===== config.mk =====
export PLATFORM = sky130hd
export DESIGN_NAME = fir3p_output_serializer
export DESIGN_NICKNAME = d
export VERILOG_FILES = /design/src/rtl/fir3p_output_serializer.sv
export SDC_FILE = /design/constraint.sdc
export NUM_CORES = 1
export LEC_CHECK = 0
export CORE_MARGIN = 2
export CORE_UTILIZATION = 47
export DETAILED_ROUTE_END_ITERATION = 10
export GPL_TIMING_DRIVEN = 1
export PLACE_DENSITY = 0.77
export SYNTH_ARGS = -nofsm -noshare
export SYNTH_HDL_FRONTEND = slang
export SYNTH_SLANG_ARGS = --single-unit

===== constraint.sdc =====
create_clock -name clk -period 9 [get_ports clk]
set_input_delay 1.8 -clock clk [delete_from_list [all_inputs] [get_ports clk]]
set_output_delay 1.8 -clock clk [all_outputs]
set_load 0.03 [all_outputs]

===== src/rtl/fir3p_output_serializer.sv =====
// fir3p_output_serializer
// Takes one block of three phase outputs per in_valid from the 3-parallel FIR,
// scales and saturates each phase to OUT_W bits, buffers up to DEPTH blocks and
// streams the samples out oldest-first over a valid/ready handshake.
// Sticky overflow plus drop/saturation counters are kept for the test harness.
module fir3p_output_serializer #(
  parameter int IN_W  = 64,
  parameter int OUT_W = 16,
  parameter int SHIFT = 0,
  parameter int DEPTH = 4
) (
  input  logic             clk,
  input  logic             rst,
  input  logic             in_valid,
  input  logic [IN_W-1:0]  in_phase0,
  input  logic [IN_W-1:0]  in_phase1,
  input  logic [IN_W-1:0]  in_phase2,
  output logic             in_ready,
  output logic [OUT_W-1:0] out_sample,
  output logic             out_valid,
  input  logic             out_ready,
  output logic             out_sat,
  input  logic             clear_flags,
  output logic             overflow,
  output logic [15:0]      drop_cnt,
  output logic [15:0]      sat_cnt
);

  localparam int PW = $clog2(DEPTH);
  localparam int CW = PW + 1;
  localparam logic [CW-1:0] DEPTH_C = CW'(DEPTH);

  // Largest / smallest representable output value, widened to the input width
  localparam logic signed [IN_W-1:0] MAX_V = {{(IN_W-OUT_W+1){1'b0}}, {(OUT_W-1){1'b1}}};
  localparam logic signed [IN_W-1:0] MIN_V = {{(IN_W-OUT_W+1){1'b1}}, {(OUT_W-1){1'b0}}};

  // Result is {clamped, sample}
  function automatic logic [OUT_W:0] sat_fn(input logic signed [IN_W-1:0] v);
    logic signed [IN_W-1:0] s;
    s = v >>> SHIFT;
    if (s > MAX_V)
      sat_fn = {1'b1, 1'b0, {(OUT_W-1){1'b1}}};
    else if (s < MIN_V)
      sat_fn = {1'b1, 1'b1, {(OUT_W-1){1'b0}}};
    else
      sat_fn = {1'b0, s[OUT_W-1:0]};
  endfunction

  logic [3*OUT_W-1:0] blk_sample [DEPTH];
  logic [2:0]         blk_sat    [DEPTH];
  logic [PW-1:0]      wr_ptr;
  logic [PW-1:0]      rd_ptr;
  logic [CW-1:0]      count;
  logic [1:0]         ph;

  logic [OUT_W:0]     cap0, cap1, cap2;
  logic [1:0]         nclamp;
  logic [16:0]        sat_sum;
  logic [16:0]        drop_sum;
  logic               push, drop, pop, pop_last;

  assign out_valid = (count != '0);
  assign in_ready  = (count < DEPTH_C);
  assign push      = in_valid && (count < DEPTH_C);
  assign drop      = in_valid && (count == DEPTH_C);
  assign pop       = out_valid && out_ready;
  assign pop_last  = pop && (ph == 2'd2);

  // Scale/saturate the three incoming phases and total this block's clamps
  always_comb begin
    cap0     = sat_fn(in_phase0);
    cap1     = sat_fn(in_phase1);
    cap2     = sat_fn(in_phase2);
    nclamp   = {1'b0, cap0[OUT_W]} + {1'b0, cap1[OUT_W]} + {1'b0, cap2[OUT_W]};
    sat_sum  = {1'b0, sat_cnt} + {15'd0, nclamp};
    drop_sum = {1'b0, drop_cnt} + 17'd1;
  end

  // Present the head block entry selected by the phase index
  always_comb begin
    out_sample = blk_sample[rd_ptr][OUT_W-1:0];
    out_sat    = blk_sat[rd_ptr][0];
    case (ph)
      2'd1: begin
        out_sample = blk_sample[rd_ptr][2*OUT_W-1:OUT_W];
        out_sat    = blk_sat[rd_ptr][1];
      end
      2'd2: begin
        out_sample = blk_sample[rd_ptr][3*OUT_W-1:2*OUT_W];
        out_sat    = blk_sat[rd_ptr][2];
      end
      default: ;
    endcase
  end

  // Block storage; cleared on reset so the idle output reads as zero
  always_ff @(posedge clk or posedge rst) begin
    if (rst) begin
      for (int i = 0; i < DEPTH; i++) begin
        blk_sample[i] <= '0;
        blk_sat[i]    <= '0;
      end
    end else if (push) begin
      blk_sample[wr_ptr] <= {cap2[OUT_W-1:0], cap1[OUT_W-1:0], cap0[OUT_W-1:0]};
      blk_sat[wr_ptr]    <= {cap2[OUT_W], cap1[OUT_W], cap0[OUT_W]};
    end
  end

  // Pointers, occupancy and serial phase index; room test uses pre-edge count
  always_ff @(posedge clk or posedge rst) begin
    if (rst) begin
      wr_ptr <= '0;
      rd_ptr <= '0;
      count  <= '0;
      ph     <= 2'd0;
    end else begin
      if (push)
        wr_ptr <= wr_ptr + 1'b1;
      if (pop) begin
        if (ph == 2'd2) begin
          ph     <= 2'd0;
          rd_ptr <= rd_ptr + 1'b1;
        end else begin
          ph <= ph + 2'd1;
        end
      end
      count <= count + {{(CW-1){1'b0}}, push} - {{(CW-1){1'b0}}, pop_last};
    end
  end

  // Sticky statistics; a clear in the same cycle as an event wins
  always_ff @(posedge clk or posedge rst) begin
    if (rst) begin
      overflow <= 1'b0;
      drop_cnt <= '0;
      sat_cnt  <= '0;
    end else if (clear_flags) begin
      overflow <= 1'b0;
      drop_cnt <= '0;
      sat_cnt  <= '0;
    end else begin
      if (drop) begin
        overflow <= 1'b1;
        drop_cnt <= drop_sum[16] ? 16'hFFFF : drop_sum[15:0];
      end
      if (push)
        sat_cnt <= sat_sum[16] ? 16'hFFFF : sat_sum[15:0];
    end
  end

endmodule


# == After elaboration in Yosys (flattened, before gate mapping) ==
# Cells that the tools add are included.
# totals
reg_bits,246
word_cells,77
inputBits,197
out_inout_bits,52
# op_classes
n_reduce_logical,9
n_bitwise,2
order_cmp,10
mux,29
eq_ne,3
n_addsub,9
# ops
op,n
bitwise mux 192 bit,1
"> comparator 64 x 16 -> 1 bit, second input constant",3
"< comparator 64 x 16 -> 1 bit, second input constant",3
2-to-1 mux 48 bit,3
2-to-1 mux 17 bit,6
binary-select mux 48 bit (select 2 bit),1
demux 48 bit (select 2 bit),1
2-to-1 mux 16 bit,6
one-hot mux 16 bit (2 select lines),1
"adder 16 x 1 -> 17 bit, second input constant",1
adder 16 x 2 -> 17 bit,1
bitwise mux 12 bit,1
2-to-1 mux 3 bit,3
"adder 2 x 1 -> 2 bit, second input constant",3
binary-select mux 3 bit (select 2 bit),1
demux 3 bit (select 2 bit),1
"greater-or-equal comparator 3 bit, second input constant",2
inverter 2 -> 3 bit,2
logical AND 1 bit,5
nonzero test 2 bit,2
adder 3 x 1 -> 3 bit,1
"equality test 3 bit, second input constant",1
"< comparator 3 x 1 -> 1 bit, second input constant",1
"< comparator 3 bit, second input constant",1
other kinds (10),11

# == Longest topological paths before layout ==
# Gate-level depths: netlist (run 1).
# depth
word_depth,9
ltp_mapped,14
mapped_depth_nobuf,13

# == Worst setup path after synthesis (run 1) ==
# OpenSTA, ideal clock, no wires.
# synth_timing
kind,input -> register
from,in in_phase2[27]
to,reg sat_cnt[8]
cell_stages,13
t_arrival_ns,4.738
required_time_ns,8.914
n_path_buf,1
setup_slack_ns,4.176
setup_ns,0.086
path_cell_list,nor4_1 > nand4_1 > nor4_1 > o21a_1 > fa_1 > inv_1 > ha_1 > fa_1 > nand3_1 > or4_1 > clkbuf_1 > and4_1 > nor3_1
# synth_via
elab_chain_cells,8
word_cells_on_any_way,9
classes_between,2 x add/sub; 2 x order compare; 5 x mux
# synth_rtl
element,line_no,text
start: declaration,17,"input logic [IN_W-1:0] in_phase2,"
< comparator 64 x 16 -> 1 bit,43,else if (s < MIN_V)
2-to-1 mux 17 bit,43,
2-to-1 mux 17 bit (*),41,if (s > MAX_V)
adder 2 x 1 -> 2 bit (*),74,"nclamp = {1'b0, cap0[OUT_W]} + {1'b0, cap1[OUT_W]} + {1'b0, cap2[OUT_W]};"
adder 16 x 2 -> 17 bit (*),75,"sat_sum = {1'b0, sat_cnt} + {15'd0, nclamp};"
2-to-1 mux 16 bit (*),147,sat_cnt <= sat_sum[16] ? 16'hFFFF : sat_sum[15:0];
2-to-1 mux 16 bit (*),146,if (push)
2-to-1 mux 16 bit (*),137,end else if (clear_flags) begin
end signal: assignment,147,
end: declaration,26,output logic [15:0] sat_cnt
# Every way passes the cells marked *; elsewhere a longest branch is shown, timed or not. The select of a mux whose other input is x is not followed.
# A chain may end at the register's enable or synchronous reset.

# == Worst setup path after layout (run 1) ==
# layout_timing
from,in in_phase2[63]
to,reg sat_cnt[12]
# Same word-level chain as after synthesis.

==> reports/qor.txt, run 1 <==
Root Driver = clkbuf_16
CTS tree = built
max-slew violations = 0
Net Count, Synth = 1,425
Synth Flop Type = dfrtp_1
largest net degree at the start of global routing = 100
RSZ-0062 raised after global routing = no
Vert. Die Dim = 167.6 µm
first-pass GRT wire length = 58,770 µm
All-Layer GR Usage = 0.2637
P&R area growth vs syn = 28.19%
Final HPWL DP = 24,960 µm
fraction of registers with async set/reset = 1.000
maximum root-to-sink buffer count = 3
worst min-delay path class = flip-flop to flip-flop
CP Launch Type = input pin
clk sinks = 246
pwr dens = 323.5 mW/mm²
setup ws final = 3272 ps
Synth Register Bits = 246
Die X = 167.6 µm
Fin. Hold Viols = 0
Seq. cell area = 0.006161 mm²
Synth cell types = 52
fraction of the yosys area taken by sequential cells = 0.4895
H-tree depth = 1
Leak = 6.772 nW
Max IR drop VDD = 0.0002520 V
Finished Layout Cells = 1,762
Setup TNS = 0 ps
post-layout util = 0.6170
total power draw = 5.216 mW
via count = 10,720
overall routed net length = 36,750 µm
Post-synth EDFFs = 0
PortBufs = 248
pre-CTS WS = 2758 ps
Post-Syn Area = 0.01258 mm²
Clk Latency, worst-skew pair = 540 ps
Slew HR = 0.2825
Post CTS Setup Buffer Count = 0
# hold bufs at CTS = 0
Initial Utilization = 0.4813
Fill cells = 2,138
# Max-Cap Violations = 0
# nets final = 1,622
critical-path maximum fanout = 20
Post-Syn Area per Cell = 10.38 µm²
Final Skew = 18.09 ps
drt drc = 0
CTS clk-pin slew, worst paths = 60 ps
Syn Inst Count = 1,212
total CTS buffers = 26
core area = 0.02613 mm²
Max Clk Rate = 174.6 MHz
initial antenna violation count = 1
starting DRC count in detailed routing = 795
status = finished clean
dpl cells = 1,716
vias in the first global route = 10,900
TritonRoute pass-1 iters = 5
area occupied by multi-input gates = 0.005998 mm²
via/cell ratio = 6.086
count of final setup violators = 0
Setup CP Type = input pin to flip-flop
Setup crit end kind = flip-flop
post-route ant nets = 0
worst path required time = 9420 ps
most common cell after layout, fill and taps aside = clkdlybuf4s50_1
Tcrit/Tclk final = 0.6364
crit path DAT = 6150 ps
Tmin final = 5728 ps
fraction of layout cells with a size suffix above 1 = 0.1192
Yosys warning total = 0
RD Place Congestion = 0.9047
Die Footprint = 0.02808 mm²
drt wl/cell = 20.85 µm
Resized Gates After CTS = 0
Worst Tran Pin Value = 1076 ps
Top-Level Pins = 249
remaining global-route overflow = 0
commonest non-fill, non-tap cells in the layout = 248 x clkdlybuf4s50_1, 244 x dfrtp_1, 234 x nand2_1, 88 x o211ai_1, 83 x o21ai_1
FP Rows = 59
==> synth_stat cells, drive strengths merged (2+ instances only) <==
cell / instances / area [µm²]
o21a: 3 / 22.52
a22oi: 17 / 127.6
clkbuf: 63 / 236.5
o211ai: 128 / 1161
a31oi: 8 / 50.05
a21oi: 36 / 180.2
or4: 3 / 22.52
nor2b: 2 / 12.51
or3: 12 / 75.07
nand3: 15 / 75.07
a221oi: 4 / 35.03
mux4: 51 / 1149
mux2: 6 / 67.56
inv: 22 / 82.58
a41o: 2 / 20.02
nand4: 46 / 287.8
and3: 8 / 50.05
dfrtp: 246 / 6156
o21ai: 99 / 495.5
buf: 28 / 153.9
or2: 5 / 31.28
nand2: 253 / 1037
ha: 13 / 162.7
and2: 3 / 18.77
xnor2: 4 / 35.03
nor2: 51 / 191.4
nor4: 46 / 294.0
fa: 3 / 60.06
and4: 7 / 61.31
nor3: 10 / 50.05
mux2i: 6 / 60.06
==> state kept, by name, indices dropped and copies added (netlist names), 2 cells and up <==
register and flops:
rd_ptr 2, drop_cnt 16, blk_sample 192, blk_sat 12
wr_ptr 2, ph 2, sat_cnt 16, count 3
==> cells by family after synthesis <==
group,after synthesis,share of synthesized area
xor gates and xnor gates,5,0.003482
AOI/OAI and AO/OA,304,0.1719
adders and majority gates,16,0.01771
DFF,246,0.4895
and+or+nand+nor,465,0.1784
buffers and inverters,113,0.03760
muxes,63,0.1015
==> through the flow <==
step           cell area (µm²)  hold slack [ps]
5_1_grt                  16120            495.1
4_1_cts                  16120            483.2
3_5_place_dp             15240            465.4
2_1_floorplan            12580            450.3
6_report                 16120            479.1
3_3_place_gp             15240            462.2
==> per-layer routing <==
metal	GRT usage	vias up	part of all wire
met2	0.4297	406	0.48
li1	-	4904	-
met5	0	-	0.00033
met1	0.3455	5316	0.40
met4	0.1142	2	0.044
met3	0.05318	95	0.072
==> power breakdown <==
group	total (mW)	leakage (nW)	switching, mW	internal, mW
combinational	2.25	3.25	1.23	1.02
clock	1.11	0.430	0.436	0.672
sequential	1.86	3.09	0.288	1.57
total	5.22	6.77	1.96	3.26
==> critical path, cell delays in order <==
cell             delay (ps)
clkdlybuf4s50_1         630
nand4_1                 140
nor4_1                  350
a41o_1                  810
o21a_1                  250
fa_1                    420
inv_1                    70
ha_1                    180
fa_1                    220
nand3_1                 140
or2_1                   270
nor2_1                  450
a21oi_1                 150
a311oi_1                270
==> final timing paths <==
kind | from | end | slack (ps) | depth (start not counted)
worst max-delay path | in_phase2[63] | sat_cnt[12]$_DFFE_PP0P_ | 3270 | 14
worst min-delay path | blk_sample[8]$_DFFE_PP0P_ | blk_sample[8]$_DFFE_PP0P_ | 480 | 2
worst max register to register | count[2]$_DFF_PP0_ | blk_sample[66]$_DFFE_PP0P_ | 6040 | 6
worst min register to register | blk_sample[8]$_DFFE_PP0P_ | blk_sample[8]$_DFFE_PP0P_ | 480 | 2
max in group asynchronous | rst | blk_sample[183]$_DFFE_PP0P_ | 5800 | 3
min in group asynchronous | rst | blk_sample[18]$_DFFE_PP0P_ | 1770 | 2
==> final cells by class <==
cell class | count | area share
flip-flops and latches | 246 | 0.3821
multi-input cells | 853 | 0.3720
clock inverters | 7 | 0.006984
diodes | 1 | 0.0001552
repair buffers | 260 | 0.1596
inverters | 22 | 0.005587
well taps | 335 | 0.02600
clock buffers | 38 | 0.04757
No activity file was read; power rests on OpenSTA's default activity.
==> run 2, diff against run 1 <==
CORE_UTILIZATION = 52   (was 47)
PLACE_DENSITY = 0.8   (was 0.77)
clock period = 5.65 ns   (was 9 ns; I/O delays follow)
==> run 2 against run 1 <==
Effect of this change: power up 62%; non-clock buffer count up 3; clock skew down 8.6 ps; critical endpoint is now sat_cnt[3]$_DFFE_PP0P_; via count up 0.82%; global-route usage up 2.4 points; combinational power up 56%; flip-flop and latch count unchanged; hold slack better by 2.3 ps; register-to-register slack worse by 3400 ps.
==> reports/qor.txt, run 2 (synthesis results as in run 1) <==
status = finished clean
starting DRC count in detailed routing = 880 (+11%)
via count = 10,810 (+0.82%)
WHS = 481.5 ps (+2.329 ps)
Slew HR = 0.3565 (+0.07400)
Largest Register = blk_sample
crit-path max cell delay = 640 ps (-170 ps)
Worst Tran Pin Value = 965.3 ps (-111.0 ps)
pwr dens = 521.8 mW/mm² (+61%)
largest net degree at the start of global routing = 127 (+27%)
# nets final = 1,626 (+0.25%)
most common cell after layout, fill and taps aside = clkdlybuf4s50_1
vias in the first global route = 11,080 (+1.7%)
path length in cells of the critical path = 14 (unchanged)
post-route ant nets = 0 (unchanged)
CTS clk-pin slew, worst paths = 60 ps (about the same)
Finished Layout Cells = 1,753 (-0.51%)
Die Footprint = 0.02545 mm² (-9.4%)
Hold Path Depth = 2 (unchanged)
family with the most delay on the worst path = simple AND/OR/NAND/NOR gates
Top-Level Pins = 249 (unchanged)
TritonRoute pass-1 iters = 5 (unchanged)
Fin. Hold Viols = 0 (unchanged)
Area after DPL = 0.01525 mm² (about the same)
PortBufs = 248 (unchanged)
Setup crit end kind = flip-flop
CP max-delay cell = nor4_1
CP Launch Type = input pin
first-pass GRT wire length = 58,540 µm (-0.40%)
commonest non-fill, non-tap cells in the layout = 248 x clkdlybuf4s50_1, 244 x dfrtp_1, 234 x nand2_1, 88 x o211ai_1, 83 x o21ai_1
Root Driver = clkbuf_16
Resized Gates After CTS = 0 (unchanged)
overall routed net length = 36,580 µm (-0.45%)
All-Layer GR Usage = 0.2878 (+0.02404)
setup ws final = 954.6 ps (-2317 ps)
r2r worst-path depth = 4 (-2)
worst path required time = 6080 ps (-3340 ps)
initial antenna violation count = 0 (-1)
total CTS buffers = 27 (+3.8%)
# Max-Cap Violations = 0 (unchanged)
RD Place Congestion = 0.9285 (+2.6%)
Tcrit/Tclk final = 0.8310
Clk Latency, worst-skew pair = 540 ps (about the same)
Setup CP Type = input pin to flip-flop
# hold bufs at CTS = 0 (unchanged)
pre-CTS WS = 429.1 ps (-2329 ps)
maximum root-to-sink buffer count = 3 (unchanged)
core area = 0.02361 mm² (-9.6%)
Initial Utilization = 0.5326 (+0.05136)
CTS tree = built
post-layout util = 0.6875 (+0.07056)
H-tree depth = 1 (unchanged)
total power draw = 8.470 mW (+62%)
RSZ-0062 raised after global routing = no
Max IR drop VDD = 0.0004091 V (+62%)
Max Clk Rate = 213.0 MHz
Critical Path, Cell by Cell = clkdlybuf4s50_1, nor4_1, nand4_1, nor4_1, buf_4, o21a_1, fa_1, inv_1, ha_1, fa_1, nand3_1, nor4_1, o21ai_1, a221oi_1
Final Instance Area = 0.01623 mm² (+0.69%)
Final HPWL DP = 24,760 µm (-0.83%)
fraction of layout cells with a size suffix above 1 = 0.1249 (+0.005698)
CP Buf/Inv Count = 3 (+1)
P&R area growth vs syn = 29.08%
Post CTS Setup Buffer Count = 0 (unchanged)
Die X = 159.5 µm (-4.8%)
dpl cells = 1,703 (-0.76%)
Setup TNS = 0 ps (unchanged)
Final Skew = 9.482 ps (-8.610 ps)
crit path DAT = 5120 ps (-1030 ps)
clk sinks = 246 (unchanged)
remaining global-route overflow = 0 (unchanged)
max-slew violations = 0 (unchanged)
critical-path maximum fanout = 8 (-60%)
Vert. Die Dim = 159.5 µm (-4.8%)
worst min-delay path class = flip-flop to flip-flop
via/cell ratio = 6.167 (+1.3%)
Leak = 6.841 nW (+1.0%)
max reg flops = 192 (unchanged)
count of final setup violators = 0 (unchanged)
drt drc = 0 (unchanged)
Tmin final = 4695 ps
most used cell, CP = nor4_1
drt wl/cell = 20.87 µm (about the same)
FP Rows = 56 (-5.1%)
biggest regs = blk_sample x192, drop_cnt x16, sat_cnt x16
-- run 2: changes by cell type in the layout (fill, tap and decap cells not counted) --
cell	delta
clkinv_2	+2
buf_12	+1
clkbuf_8	-1
clkbuf_1	-2
clkinv_4	+1
buf_4	+2
inv_6	+1
bufinv_16	+3
-- run 2: final timing paths --
path,slack (ps),startpoint,end
worst max-delay path,950,in_phase2[63],sat_cnt[3]$_DFFE_PP0P_
worst min-delay path,480,blk_sample[63]$_DFFE_PP0P_,blk_sample[63]$_DFFE_PP0P_
worst max register to register,2670,count[2]$_DFF_PP0_,blk_sample[16]$_DFFE_PP0P_
worst min register to register,480,blk_sample[63]$_DFFE_PP0P_,blk_sample[63]$_DFFE_PP0P_
max in group asynchronous,3440,rst,blk_sample[146]$_DFFE_PP0P_
min in group asynchronous,1070,rst,blk_sample[26]$_DFFE_PP0P_
-- run 2: final cells by class --
cell class | instances | area [µm²]
fillers | 1755 | 7378
flip-flops and latches | 246 | 6161
multi-input cells | 853 | 5998
repair buffers | 263 | 2608
clock buffers | 35 | 745.7
well taps | 319 | 399.1
clock inverters | 14 | 234.0
inverters | 22 | 86.33
diodes | 1 | 2.502
-- run 2: routing by layer --
layer,track usage,vias up,part of all wire
li1,-,4934,-
met1,0.3790,5304,0.40
met2,0.4679,472,0.48
met3,0.06173,101,0.075
met4,0.1157,0,0.042
met5,0,-,0
-- run 2: where the power goes --
group	internal, mW	switching (mW)
Clock	1.21	0.728
Combinational	1.63	1.89
Sequential	2.50	0.522
Total	5.33	3.14
-- run 2: tightest hold or removal path, stage by stage, from the launching register on --
cell and delay [ps]:
dfrtp_1 340, nand2_1 50, o21ai_1 60
